--- config.mk ---
export PLATFORM = sky130hd
export DESIGN_NAME = decoder_scan_sequencer
export DESIGN_NICKNAME = d
export VERILOG_FILES = /design/src/rtl/decoder_scan_sequencer.sv
export SDC_FILE = /design/constraint.sdc
export NUM_CORES = 1
export LEC_CHECK = 0
export CAP_MARGIN = 30
export CORE_ASPECT_RATIO = 1.4
export CORE_UTILIZATION = 59
export DETAILED_ROUTE_END_ITERATION = 7
export HOLD_SLACK_MARGIN = 0.1
export PLACE_DENSITY_LB_ADDON = 0.3
export SLEW_MARGIN = 0
export SYNTH_ARGS = -nofsm -noshare
export SYNTH_HDL_FRONTEND = slang
export SYNTH_SLANG_ARGS = --single-unit
--- constraint.sdc ---
create_clock -name clk -period 5.6 [get_ports clk]
set_input_delay 1.12 -clock clk [delete_from_list [all_inputs] [get_ports clk]]
set_output_delay 1.12 -clock clk [all_outputs]
set_load 0.01 [all_outputs]
--- src/rtl/decoder_scan_sequencer.sv ---
// Scan sequencer driving a 4-to-16 one-hot decoder: steps {a,b,c,d} through masked channels.
// Define SCAN_GRAY_EN to visit codes in Gray order instead of binary order.
module decoder_scan_sequencer #(
    parameter int unsigned DWELL = 4
) (
    input  logic        clk,
    input  logic        rst_n,
    input  logic        start,
    input  logic        stop,
    input  logic        mode,
    input  logic [15:0] mask,
    output logic        a,
    output logic        b,
    output logic        c,
    output logic        d,
    output logic        code_valid,
    output logic        busy,
    output logic        done
);

    localparam int unsigned CNT_W  = 16;
    localparam int unsigned CODE_W = 4;
    localparam int unsigned NCH    = 16;
    localparam logic [CNT_W-1:0] CNT_LAST = CNT_W'(DWELL - 1);

    typedef enum logic {
        ST_IDLE = 1'b0,
        ST_SCAN = 1'b1
    } state_t;

    state_t              r_state, w_state_nxt;
    logic [CODE_W-1:0]   r_pos, w_pos_nxt;
    logic [CODE_W-1:0]   r_code, w_code_nxt;
    logic [CNT_W-1:0]    r_cnt, w_cnt_nxt;
    logic [NCH-1:0]      r_mask, w_mask_nxt;
    logic                r_mode, w_mode_nxt;
    logic                r_valid, w_valid_nxt;
    logic                r_busy, w_busy_nxt;
    logic                r_done, w_done_nxt;

    logic [NCH-1:0]      w_srch_mask;
    logic                w_first_found, w_next_found;
    logic [CODE_W-1:0]   w_first_pos, w_next_pos;

    // Order position -> select code; mask bits always index codes, not positions
    function automatic logic [CODE_W-1:0] pos2code(input logic [CODE_W-1:0] p);
`ifdef SCAN_GRAY_EN
        return p ^ (p >> 1);
`else
        return p;
`endif
    endfunction

    // Lowest enabled position (live mask in IDLE, latched mask in SCAN) and next one after r_pos
    always_comb begin
        w_srch_mask   = (r_state == ST_IDLE) ? mask : r_mask;
        w_first_found = 1'b0;
        w_first_pos   = '0;
        w_next_found  = 1'b0;
        w_next_pos    = '0;
        for (int i = NCH - 1; i >= 0; i--) begin
            if (w_srch_mask[pos2code(CODE_W'(i))]) begin
                w_first_found = 1'b1;
                w_first_pos   = CODE_W'(i);
            end
            if ((i > int'(r_pos)) && r_mask[pos2code(CODE_W'(i))]) begin
                w_next_found = 1'b1;
                w_next_pos   = CODE_W'(i);
            end
        end
    end

    always_comb begin
        w_state_nxt = r_state;
        w_pos_nxt   = r_pos;
        w_code_nxt  = r_code;
        w_cnt_nxt   = r_cnt;
        w_mask_nxt  = r_mask;
        w_mode_nxt  = r_mode;
        w_valid_nxt = r_valid;
        w_busy_nxt  = r_busy;
        w_done_nxt  = 1'b0;

        case (r_state)
            ST_IDLE: begin
                if (start && !stop && w_first_found) begin
                    w_state_nxt = ST_SCAN;
                    w_mask_nxt  = mask;
                    w_mode_nxt  = mode;
                    w_pos_nxt   = w_first_pos;
                    w_code_nxt  = pos2code(w_first_pos);
                    w_cnt_nxt   = '0;
                    w_valid_nxt = 1'b1;
                    w_busy_nxt  = 1'b1;
                end
            end
            ST_SCAN: begin
                if (stop) begin
                    w_state_nxt = ST_IDLE;
                    w_pos_nxt   = '0;
                    w_code_nxt  = '0;
                    w_cnt_nxt   = '0;
                    w_valid_nxt = 1'b0;
                    w_busy_nxt  = 1'b0;
                end else if (r_cnt == CNT_LAST) begin
                    w_cnt_nxt = '0;
                    if (w_next_found) begin
                        w_pos_nxt  = w_next_pos;
                        w_code_nxt = pos2code(w_next_pos);
                    end else if (r_mode) begin
                        // Wrap: w_first_pos searched r_mask since we are in SCAN
                        w_pos_nxt  = w_first_pos;
                        w_code_nxt = pos2code(w_first_pos);
                        w_done_nxt = 1'b1;
                    end else begin
                        w_state_nxt = ST_IDLE;
                        w_pos_nxt   = '0;
                        w_code_nxt  = '0;
                        w_valid_nxt = 1'b0;
                        w_busy_nxt  = 1'b0;
                        w_done_nxt  = 1'b1;
                    end
                end else begin
                    w_cnt_nxt = r_cnt + CNT_W'(1);
                end
            end
            default: begin
                w_state_nxt = ST_IDLE;
            end
        endcase
    end

    always_ff @(posedge clk or negedge rst_n) begin
        if (!rst_n) begin
            r_state <= ST_IDLE;
            r_pos   <= '0;
            r_code  <= '0;
            r_cnt   <= '0;
            r_mask  <= '0;
            r_mode  <= 1'b0;
            r_valid <= 1'b0;
            r_busy  <= 1'b0;
            r_done  <= 1'b0;
        end else begin
            r_state <= w_state_nxt;
            r_pos   <= w_pos_nxt;
            r_code  <= w_code_nxt;
            r_cnt   <= w_cnt_nxt;
            r_mask  <= w_mask_nxt;
            r_mode  <= w_mode_nxt;
            r_valid <= w_valid_nxt;
            r_busy  <= w_busy_nxt;
            r_done  <= w_done_nxt;
        end
    end

    assign a          = r_code[3];
    assign b          = r_code[2];
    assign c          = r_code[1];
    assign d          = r_code[0];
    assign code_valid = r_valid;
    assign busy       = r_busy;
    assign done       = r_done;

endmodule
==> results.tsv, run 1 <==
metric	value	unit
Tightest Pin Transition	0.969	ns
I/O pin count	28	
relative slew slack	35.3	%
Gate Count Post-Synth	320	
# DRC	0	
VDD IR max	0.000236	V
postcts setup bufs	0	
Post-synth EDFFs	0	
CTS Buf Count	5	
CTS tree	yes	
Synthesized Nets	342	
worst skew pair latency	0.30	ns
Core ar.	0.00457	mm²
layout filler cell count	416	
leakage	1.21	nW
initial cell density of the core	62.1	%
final setup TNS	0	ns
power per cell area	315	mW/mm²
GRT overflow	0	
largest net degree at the start of global routing	41	
Die H	84.1	µm
Synth top area share	35.3	%
post-synthesis cell type count	72	
layout overhead on the synthesized area	10.2	%
gpl congestion	0.942	
status	complete, no violations	
CTS sink cnt	40	
chip width	60.6	µm
CTS clk-pin slew, worst paths	0.08	ns
most frequent cells in the layout	dfrtp_1, nor2_1, o21ai_0, clkdlybuf4s50_1, nand2_1	
register bit count reported by yosys	40	
sequential share of the synthesized area	35.3	%
post-cts resize count	0	
Initial DRC Count	217	
critical path startpoint category	input port	
vias per cell	6.43	
clock root cell	clkbuf_8	
Port Buf Inserts	27	
Antenna Cells	0	
final setup fails	0	
vias in the first global route	2527	
leading cell type in the layout, fill and taps excluded	dfrtp_1	
Synth area leaders	dfrtp_1, o21ai_0, mux2_2	
Pwr Total	0.000986	W
routed len/inst	18.0	µm
routed wire length	7.17	mm
Setup Crit Path Kind	input port to flop	
Worst R2R Setup Slack	2.64	ns
final layout net count	358	
drt pass-1 iters	4	
synthesized area per cell	8.87	µm²
total number of vias	2564	
All-Layer GR Usage	31.7	%
Worst Path Max Fanout	24	
Hold Path Class	flop to flop	
hold_buf cts	0	
Mapped Area	0.00284	mm²
Clock Tree Buf Depth	2	
Antenna Nets Post-Route	0	
required time of the critical path	5.79	ns
post-route clock period utilization	58.6	%
Primary FF master, synth	dfrtp_1	
total of max-cap violations	0	
crit path DAT	3.47	ns
Final Hold Viols	0	
row count	29	
minimum clock period	3.28	ns
Async SR Flop Fraction	100	%
area leader, netlist	dfrtp_1	
RSZ-0062 raised after global routing	no	
Die Footprint	0.00510	mm²
# H-tree levels	2	
DP HPWL	5.15	mm
Final Skew	0.00298	ns
Slew Limit Fails	0	
share of cells above drive strength 1	12.5	%
crit path capture type	flop	
first-pass GRT wire length	11.9	mm
Fmax	305	MHz
initial antenna violation count	0	
Synth warnings	0	
cell families (layout without fill, tap and decap cells):
kind of cell | count (synthesis) | count (layout) | share of synthesized area (%)
mux | 13 | 13 | 5.11
simple gates | 129 | 129 | 24.8
xor+xnor | 2 | 2 | 0.617
flops | 40 | 40 | 35.3
buf+inv | 32 | 49 | 7.54
fa+ha+maj | 1 | 1 | 0.441
compound gates | 103 | 103 | 26.2
cell usage after synthesis (all sizes together), types with 7 or more instances:
master,instances
nor2,31
inv,13
buf,10
nor3,15
o21ai,35
a21oi,11
o22ai,8
nor3b,7
nand3,12
clkbuf,8
mux2,12
nand2,22
dfrtp,40
metal layers:
layer | share of wire, % | track usage (%)
met1 | 38 | 34.6
met2 | 55 | 54.1
met3 | 3.5 | 6.82
met4 | 3.6 | 17.8
met5 | 0 | 0
area by class of cell:
class                           count  area, µm²  share of cell area, %
Clock inverter                      2       35.0                   1.12
Tap cell                           62       77.6                   2.48
Inverter                           14       52.6                   1.68
Timing Repair Buffer               27        265                   8.48
Multi-Input combinational cell    248       1620                   51.9
Clock buffer                        6       72.6                   2.32
Sequential cell                    40       1000                   32.0
stage by stage:
stage	hold slack [ns]	util (%)	std cells	cell area, µm²	worst slack (ns)
after global routing	0.561	68.4	399	3130	2.21
after global placement	0.507	66.0	391	3020	2.09
final	0.524	68.4	399	3130	2.32
after CTS	0.517	68.4	399	3130	2.34
after floorplan	0.471	-	320	2840	2.95
after detailed placement	0.506	66.0	391	3020	2.02
power by group:
part,total [W],internal [W],switching (W)
registers,0.000423,0.000327,0.0000959
logic,0.000326,0.000156,0.000170
clock network,0.000236,0.000132,0.000104
total,0.000986,0.000615,0.000370
registers in the layout, indices dropped and copies added (netlist names):
| register | flops |
|---|---|
| r_mode | 1 |
| done | 1 |
| r_state | 1 |
| busy | 1 |
| r_cnt | 16 |
| r_mask | 16 |
| r_code | 4 |
critical path, cell delays in order:
cell and delay (ns):
clkdlybuf4s50_1 0.54, nor3_1 0.08, o22ai_1 0.40, o41ai_4 0.15, nor2_2 0.76, mux2_2 0.42
worst paths after layout:
check,start,to,depth (start not counted)
max,mask[10],r_mask[12],6
min reg2reg,r_cnt[6],r_cnt[6],1
min,r_cnt[6],r_cnt[6],1
max reg2reg,r_state,r_mask[12],5
max in group asynchronous,rst_n,done,1
min in group asynchronous,rst_n,r_mask[10],1
(Power assumes the default switching activity.)
==> inputs of run 2 (changes only) <==
--- a/config.mk
+++ b/config.mk
@@ -7,7 +7,7 @@
 export LEC_CHECK = 0
 export CAP_MARGIN = 30
 export CORE_ASPECT_RATIO = 1.4
-export CORE_UTILIZATION = 59
+export CORE_UTILIZATION = 52
 export DETAILED_ROUTE_END_ITERATION = 7
 export HOLD_SLACK_MARGIN = 0.1
 export PLACE_DENSITY_LB_ADDON = 0.3
==> constraint.sdc (replaced) <==
create_clock -name clk -period 2.8 [get_ports clk]
set_input_delay 0.56 -clock clk [delete_from_list [all_inputs] [get_ports clk]]
set_output_delay 0.56 -clock clk [all_outputs]
set_load 0.01 [all_outputs]
==> run 2 against run 1 <==
- hold slack worse by 0.14 ns
- count of clock-buffer cells in the layout stayed put
- critical path depth stayed put
- clock skew is 0.0011 ns higher
- critical path type is now flop to flop
- critical endpoint is now r_code[1]
==> results.tsv, run 2 (synthesis gave the netlist of run 1 again) <==
metric	value	unit	change
worst skew pair latency	0.29	ns	was 0.30 ns
Antenna Cells	0		unchanged
routed wire length	7.06	mm	was 7.17 mm
GRT overflow	0		unchanged
layout overhead on the synthesized area	14.8	%	was 10.2%
CTS sink cnt	40		unchanged
Hold Path Class	input port to async pin		was flop to flop
Worst Path Max Fanout	19		was 24
Tightest Pin Transition	0.892	ns	was 0.969 ns
RSZ-0062 raised after global routing	no		unchanged
vias in the first global route	2503		was 2,527
leading cell type in the layout, fill and taps excluded	dfrtp_1		unchanged
Core ar.	0.00520	mm²	was 0.00457 mm²
Setup crit start	r_code[3]		was mask[10]
Slew Limit Fails	0		unchanged
leakage	1.29	nW	was 1.21 nW
power per cell area	582	mW/mm²	was 315 mW/mm²
Port Buf Inserts	27		unchanged
total of max-cap violations	0		unchanged
required time of the critical path	3.01	ns	was 5.79 ns
Final Skew	0.00405	ns	was 0.00298 ns
Setup Crit Path Kind	flop to flop		was input port to flop
routed len/inst	16.7	µm	was 18.0 µm
post-route clock period utilization	92.7	%	
first-pass GRT wire length	12.1	mm	was 11.9 mm
crit path DAT	2.81	ns	was 3.47 ns
CTS tree	yes		unchanged
Post-DP Area	0.00317	mm²	was 0.00302 mm²
DP HPWL	5.18	mm	was 5.15 mm
drt pass-1 iters	4		unchanged
Die Footprint	0.00576	mm²	was 0.00510 mm²
minimum clock period	2.60	ns	
clock root cell	clkbuf_8		unchanged
Pwr Total	0.00190	W	was 0.000986 W
crit path capture type	flop		unchanged
total number of vias	2587		was 2,564
Fmax	385	MHz	
Final Hold Viols	0		unchanged
Regs by FF count	r_cnt (16), r_mask (16), r_code (4)		unchanged
max incr delay on CP	0.75	ns	was 0.76 ns
VDD IR max	0.000365	V	was 0.000236 V
critical path buffer and inverter count	0		was 1
chip width	64.4	µm	was 60.6 µm
Slowest cell on crit path	dfrtp_1		was nor2_2
Clock Tree Buf Depth	2		unchanged
I/O pin count	28		unchanged
most frequent cells in the layout	dfrtp_1, nor2_1, o21ai_0, clkdlybuf4s50_1, nand2_1		unchanged
# DRC	0		unchanged
status	complete, no violations		unchanged
share of cells above drive strength 1	17.4	%	was 12.5%
initial antenna violation count	0		unchanged
postcts setup bufs	0		unchanged
CTS clk-pin slew, worst paths	0.08	ns	about the same
critical path startpoint category	flop		was input port
hold_buf cts	0		unchanged
final setup fails	0		unchanged
Die H	89.4	µm	was 84.1 µm
Initial DRC Count	192		was 217
CTS Buf Count	5		unchanged
relative slew slack	40.5	%	was 35.3%
Finished Cell Area	0.00326	mm²	was 0.00313 mm²
fin cells	422		was 399
Largest delay share family, worst path	compound AO/OA/AOI/OAI gates		was simple AND/OR/NAND/NOR gates
Antenna Nets Post-Route	0		unchanged
initial cell density of the core	54.6	%	was 62.1%
placed cells	415		was 391
final layout net count	378		was 358
All-Layer GR Usage	27.5	%	was 31.7%
crit path cell chain	a21boi_0 -> o21a_1 -> nand4b_4 -> or4_1 -> a211o_1 -> a31oi_1		was clkdlybuf4s50_1 -> nor3_1 -> o22ai_1 -> o41ai_4 -> nor2_2 -> mux2_2
vias per cell	6.13		was 6.43
row count	31		was 29
Critical R2R Launch	r_code[3]		was r_state
# H-tree levels	2		unchanged
gpl congestion	0.942		about the same
largest net degree at the start of global routing	41		unchanged
==> run 2: where the power goes <==
group | leakage, nW | switching (W) | total (W) | internal (W)
clock network | 0.0410 | 0.000197 | 0.000367 | 0.000170
logic | 0.743 | 0.000350 | 0.000694 | 0.000344
registers | 0.511 | 0.000181 | 0.000836 | 0.000655
==> run 2: repair_timing <==
| item | CTS | global route |
|---|---|---|
| pin swaps | 0 | 0 |
| hold endpoints to repair | 0 | 0 |
| gates resized for setup | 1 | 1 |
| setup endpoints to repair | 11 | 11 |
==> run 2: routing by layer <==
layer | vias to the layer above | wire (µm) | GRT usage (%)
met5 | - | 0 | 0
met4 | 0 | 133 | 8.48
met3 | 11 | 188 | 4.08
met2 | 43 | 3900 | 52.9
met1 | 1269 | 2840 | 31.0
li1 | 1264 | - | -
==> run 2: final timing paths <==
path | to | slack (ns) | cells after the start
worst min-delay path | r_mask[11] | 0.38 | 1
min in group clk | busy | 0.51 | 1
worst min register to register | busy | 0.51 | 1
max in group asynchronous | r_state | 1.80 | 1
worst max register to register | r_code[1] | 0.20 | 6
worst max-delay path | r_code[1] | 0.20 | 6
==> run 2: final cells by class <==
class | count | area (µm²)
fillers | 447 | 1940
multi-input cells | 248 | 1630
flip-flops and latches | 40 | 1000
repair buffers | 47 | 415
well taps | 66 | 82.6
clock buffers | 6 | 72.6
inverters | 14 | 52.6
clock inverters | 1 | 5.00
==> run 2: worst register-to-register path, stage by stage (launching register included) <==
cell and delay (ns):
dfrtp_1 0.75, a21boi_0 0.26, o21a_1 0.25, nand4b_4 0.22
or4_1 0.54, a211o_1 0.33, a31oi_1 0.18
==> run 2: per-stage QoR <==
stage,utilization (%),hold slack [ns],setup WS [ns],setup TNS [ns]
2_1_floorplan,-,0.264,0.672,0
3_3_place_gp,61.1,0.496,-0.133,-1.45
3_5_place_dp,61.1,0.499,-0.185,-2.00
4_1_cts,62.7,0.419,0.122,0
5_1_grt,62.7,0.472,0.0375,0
6_report,62.7,0.381,0.205,0
